$ cat src/rtl/bus_lsu_master.sv
// Single-outstanding load/store master: CPU byte-addressed requests in, one pipelined
// wishbone transfer out, aligned/extended response back with an error cause.
package bus;
  typedef struct packed {
    logic        cyc;
    logic        stb;
    logic        we;
    logic [3:0]  sel;
    logic [29:0] addr;
    logic [31:0] data;
  } m2s_s;

  typedef struct packed {
    logic        ack;
    logic        err;
    logic        stall;
    logic [31:0] data;
  } s2m_s;
endpackage

module bus_lsu_master #(
  parameter int TIMEOUT = 255
) (
  input  logic        clk,
  input  logic        rst,
  input  logic        req_valid,
  output logic        req_ready,
  input  logic        req_we,
  input  logic [31:0] req_addr,
  input  logic [1:0]  req_size,
  input  logic        req_signed,
  input  logic [31:0] req_wdata,
  output logic        rsp_valid,
  output logic [31:0] rsp_rdata,
  output logic        rsp_err,
  output logic [1:0]  rsp_cause,
  output bus::m2s_s   bus_o,
  input  bus::s2m_s   bus_i
);
  localparam int CW = (TIMEOUT > 0) ? $clog2(TIMEOUT + 1) : 1;

  typedef enum logic [1:0] {IDLE, REQ, WAIT, RESP} state_e;

  state_e      state_q;
  logic [CW-1:0] cnt_q;
  bus::m2s_s   bus_q;
  logic        ready_q;
  logic        rsp_valid_q;
  logic        rsp_err_q;
  logic [31:0] rsp_rdata_q;
  logic [1:0]  rsp_cause_q;
  logic [1:0]  off_q;
  logic [1:0]  size_q;
  logic        signed_q;

  logic        accept;
  logic        misaligned_d;
  logic        active;
  logic        fin_bus;
  logic        tmo;
  logic [3:0]  sel_d;
  logic [31:0] wdata_d;
  logic [31:0] shifted;
  logic [31:0] rdata_d;

  always_comb begin
    accept       = req_valid & ready_q;
    misaligned_d = (req_size == 2'b11)
                 | ((req_size == 2'b01) & req_addr[0])
                 | ((req_size == 2'b10) & (|req_addr[1:0]));
    sel_d   = 4'b1111;
    wdata_d = req_wdata;
    case (req_size)
      2'b00: begin
        sel_d   = 4'b0001 << req_addr[1:0];
        wdata_d = {4{req_wdata[7:0]}};
      end
      2'b01: begin
        sel_d   = req_addr[1] ? 4'b1100 : 4'b0011;
        wdata_d = {2{req_wdata[15:0]}};
      end
      default: ;
    endcase

    shifted = bus_i.data >> {off_q, 3'b000};
    rdata_d = shifted;
    case (size_q)
      2'b00:   rdata_d = {{24{signed_q & shifted[7]}}, shifted[7:0]};
      2'b01:   rdata_d = {{16{signed_q & shifted[15]}}, shifted[15:0]};
      default: ;
    endcase

    active  = (state_q == REQ) || (state_q == WAIT);
    // In REQ a response only counts once the strobe has actually been taken
    fin_bus = (bus_i.ack | bus_i.err)
            & ((state_q == WAIT) | ((state_q == REQ) & ~bus_i.stall));
    tmo     = active && (TIMEOUT != 0) && (cnt_q == CW'(TIMEOUT - 1));
  end

  always_ff @(posedge clk or posedge rst) begin
    if (rst) begin
      state_q     <= IDLE;
      cnt_q       <= '0;
      bus_q       <= '0;
      ready_q     <= 1'b1;
      rsp_valid_q <= 1'b0;
      rsp_err_q   <= 1'b0;
      rsp_rdata_q <= '0;
      rsp_cause_q <= 2'b00;
      off_q       <= 2'b00;
      size_q      <= 2'b00;
      signed_q    <= 1'b0;
    end else begin
      rsp_valid_q <= 1'b0;
      case (state_q)
        // RESP always falls back to IDLE, so it takes a new request too (3-cycle issue)
        IDLE, RESP: begin
          state_q <= IDLE;
          ready_q <= 1'b1;
          if (accept) begin
            cnt_q    <= '0;
            off_q    <= req_addr[1:0];
            size_q   <= req_size;
            signed_q <= req_signed;
            if (misaligned_d) begin
              state_q     <= RESP;
              rsp_valid_q <= 1'b1;
              rsp_err_q   <= 1'b1;
              rsp_cause_q <= 2'b10;
              rsp_rdata_q <= '0;
            end else begin
              state_q    <= REQ;
              ready_q    <= 1'b0;
              bus_q.cyc  <= 1'b1;
              bus_q.stb  <= 1'b1;
              bus_q.we   <= req_we;
              bus_q.sel  <= sel_d;
              bus_q.addr <= req_addr[31:2];
              bus_q.data <= wdata_d;
            end
          end
        end
        default: begin
          if (fin_bus) begin
            state_q     <= RESP;
            ready_q     <= 1'b1;
            bus_q.cyc   <= 1'b0;
            bus_q.stb   <= 1'b0;
            rsp_valid_q <= 1'b1;
            rsp_err_q   <= bus_i.err;
            rsp_cause_q <= bus_i.err ? 2'b01 : 2'b00;
            rsp_rdata_q <= (bus_i.err | bus_q.we) ? 32'h0 : rdata_d;
          end else if (tmo) begin
            state_q     <= RESP;
            ready_q     <= 1'b1;
            bus_q.cyc   <= 1'b0;
            bus_q.stb   <= 1'b0;
            rsp_valid_q <= 1'b1;
            rsp_err_q   <= 1'b1;
            rsp_cause_q <= 2'b11;
            rsp_rdata_q <= '0;
          end else begin
            cnt_q <= cnt_q + 1'b1;
            if ((state_q == REQ) && !bus_i.stall) begin
              bus_q.stb <= 1'b0;
              state_q   <= WAIT;
            end
          end
        end
      endcase
    end
  end

  assign req_ready = ready_q;
  assign rsp_valid = rsp_valid_q;
  assign rsp_rdata = rsp_rdata_q;
  assign rsp_err   = rsp_err_q;
  assign rsp_cause = rsp_cause_q;
  assign bus_o     = bus_q;
endmodule

$ cat config.mk
export PLATFORM = sky130hd
export DESIGN_NAME = bus_lsu_master
export DESIGN_NICKNAME = d
export VERILOG_FILES = /design/src/rtl/bus_lsu_master.sv
export SDC_FILE = /design/constraint.sdc
export NUM_CORES = 1
export LEC_CHECK = 0
export CAP_MARGIN = 20
export CORE_MARGIN = 2
export CORE_UTILIZATION = 30
export CTS_CLUSTER_SIZE = 30
export DETAILED_ROUTE_END_ITERATION = 8
export GPL_ROUTABILITY_DRIVEN = 0
export SLEW_MARGIN = 5
export SYNTH_ARGS = -nofsm -noshare
export SYNTH_HDL_FRONTEND = slang
export SYNTH_SLANG_ARGS = --single-unit
$ cat constraint.sdc
create_clock -name clk -period 9.3 [get_ports clk]
set_input_delay 1.86 -clock clk [delete_from_list [all_inputs] [get_ports clk]]
set_output_delay 1.86 -clock clk [all_outputs]
set_load 0.02 [all_outputs]
==> qor.txt <==
Register area - 3030 µm²
Netlist cell types - 55
Initial antenna violation count - 1
Fin crit share - 0.421
Die width - 142 µm
Synth async-reset ratio - 1.00
# H-tree levels - 4
Final Non-Filler Cells - 964
Reg clk slew, reported paths - 60 ps
Mux share of post-synthesis cell area - 0.150
R2R Setup Slk - 6480 ps
Clock sink total - 121
P_leak - 3.75 nW
# placed instances - 932
Power Density - 344 nW/µm²
CTS Hold Bufs - 0
Synth Area in Simple Gates - 0.122
Core ar. - 18,700 µm²
Final nets - 827
Post-cts gate resize count - 0
Tot Pwr - 2.96 mW
Port Buffer Count - 211
Half-perimeter wire length after detailed placement - 12,500 µm
Number of cells on the worst reg-to-reg path - 7
CP max FO - 16
Number of global-route vias before repair - 5,056
Cells after Synth - 514
Hold violation total from the final report - 0
Crit path kind - in2reg
Top cells by area, synth - dfrtp_1, mux2_2, mux2i_1
WL final - 17,100 µm
Routed Antenna Nets - 0
Required @ worst endpoint - 9640 ps
Peak supply drop - 0.159 mV
Antenna cells - 0
WL per Instance - 17.7 µm
Total gr overflow - 0
Total of max-cap violations - 0
Mean Syn Cell Area - 11.1 µm²
Post-Synth Adder-Cell Area - 0.00874
RR Endpoint - rsp_rdata[24]
Root buffer cell - clkbuf_16
Die area - 20,200 µm²
Fillcell total - 1,721
Most common library cells after synthesis - dfrtp_1, nand2_1, o21ai_0, mux2i_1, mux2_2
Initial Util - 0.306
Worst Hold Class - reg2reg
Worst hold start - rsp_cause[0]
Final setup vio count - 0
Rel. slew slack - 0.401
Setup Fix Bufs, Post-CTS - 0
Slew @ Worst Pin - 899 ps
Mapped Nets - 624
Routed vias - 4,783
Skew-Pair Late Insertion Delay - 410 ps
Synthesized flop and latch total - 121
Clock buffer depth - 2
Ys Warns - 0
CP startpoint kind - input pin
Final Slew Violations - 0
CTS tree - yes
Yosys top cell by area - dfrtp_1
Most common cell in the netlist - dfrtp_1
IO Pins - 212
Synth Area in Compound Gates - 0.144
DRT Pass-1 Iters - 4
Num rows - 50
Synthesized cell area - 5730 µm²
Vias/cell - 4.96
Cts bufs inserted - 17
Reg-to-reg startpoint - state_q[0]
RSZ-0062 raised after global routing - no
Area growth from synthesis to layout - 50.4%
WHS Path Cells - 2
Final critical-path required period - 3910 ps
WHS Endpoint - rsp_cause[0]
CP Data Arrival Time - 4250 ps
Post-synth EDFFs - 0
Seq/Total Area, Yosys - 0.529
1st-iter DRT viols - 156
Largest net degree at the start of global routing - 90
XOR/XNOR share of the synthesized area - 0.00917
First-pass GRT wire length - 27,400 µm
Top_reg_cell synth - dfrtp_1
CP Capture Type - register
Largest family of logic cells by synthesized area - multiplexers
Share of cells above drive strength 1 - 0.132
Die H - 142 µm
Remaining DRCs - 0
Clock Skews - 7.00 ps
Area of the multi-input gates - 2500 µm²
Fmax - 0.255 GHz
Outcome - finished, final reports clean
Total Neg Setup Slack - 0 ps
Top-area cell type share of the netlist area - 0.524
GRT Util Overall - 0.175
Post-layout util - 0.461
worst max path at each step:
stage / from / slack, ps / depth (start not counted) / endpoint
6_report: bus_i[33] / 5390 / 6 / rsp_rdata[24]
5_1_grt: bus_i[33] / 5270 / 6 / rsp_rdata[27]
4_1_cts: bus_i[33] / 5430 / 6 / rsp_rdata[24]
3_5_place_dp: bus_i[33] / 5010 / 6 / rsp_rdata[26]
3_3_place_gp: req_size[1] / 5110 / 6 / bus_o[36]
2_1_floorplan: rst / 4230 / 1 / bus_o[0]
layer usage:
metal | vias up | global-route usage | wire length [µm]
li1 | 2241 | - | -
met1 | 2286 | 0.212 | 6980
met2 | 238 | 0.274 | 7710
met3 | 16 | 0.0871 | 2190
met4 | 2 | 0.0558 | 179
met5 | - | 0 | 13
cell families after synthesis:
kind of cell	Yosys count
AOI/OAI and AO/OA	121
adders and majority gates	4
DFF	121
xor gates and xnor gates	6
and+or+nand+nor	141
buffers and inverters	40
muxes	81
cell usage in the layout (no fill, tap or decap), types with 7 or more instances in the layout:
cell             instances
clkdlybuf4s50_1        211
dfrtp_1                120
nand2_1                 72
o21ai_0                 47
mux2i_1                 42
mux2_2                  39
nor2_1                  29
a21oi_1                 21
clkbuf_16               17
a211o_1                 15
nor2b_1                  9
a221o_1                  8
a32o_1                   7
final cells by class:
class                   count  share of cell area
repair buffers            217               0.250
clock inverters            11              0.0167
inverters                   7             0.00334
multi-input cells         353               0.290
clock buffers              21              0.0546
flip-flops and latches    121               0.351
well taps                 234              0.0340
flip-flops by register name, summed over array words and instances (netlist names), 2 cells and up:
register / count
cnt_q: 8
rsp_cause: 2
state_q: 2
bus_o: 69
size_q: 2
rsp_rdata: 32
off_q: 2
critical path, stage by stage:
cell             delay, ps
clkdlybuf4s50_1        520
nor4b_2                310
o21a_1                 550
nand3_1                180
a21oi_2                620
a221o_1                210
report_power, final:
group,leakage (nW),switching [mW],internal (mW)
clock,0.291,0.241,0.442
combinational,1.94,0.720,0.654
sequential,1.53,0.153,0.754
stage by stage:
stage          hold WS [ps]  area (µm²)  setup slack [ps]
5_1_grt                 502        8620              5270
2_1_floorplan           461        5730              4230
6_report                477        8620              5390
3_5_place_dp            474        8000              5010
3_3_place_gp            466        8000              5110
4_1_cts                 485        8620              5430
(Power assumes the default switching activity.)
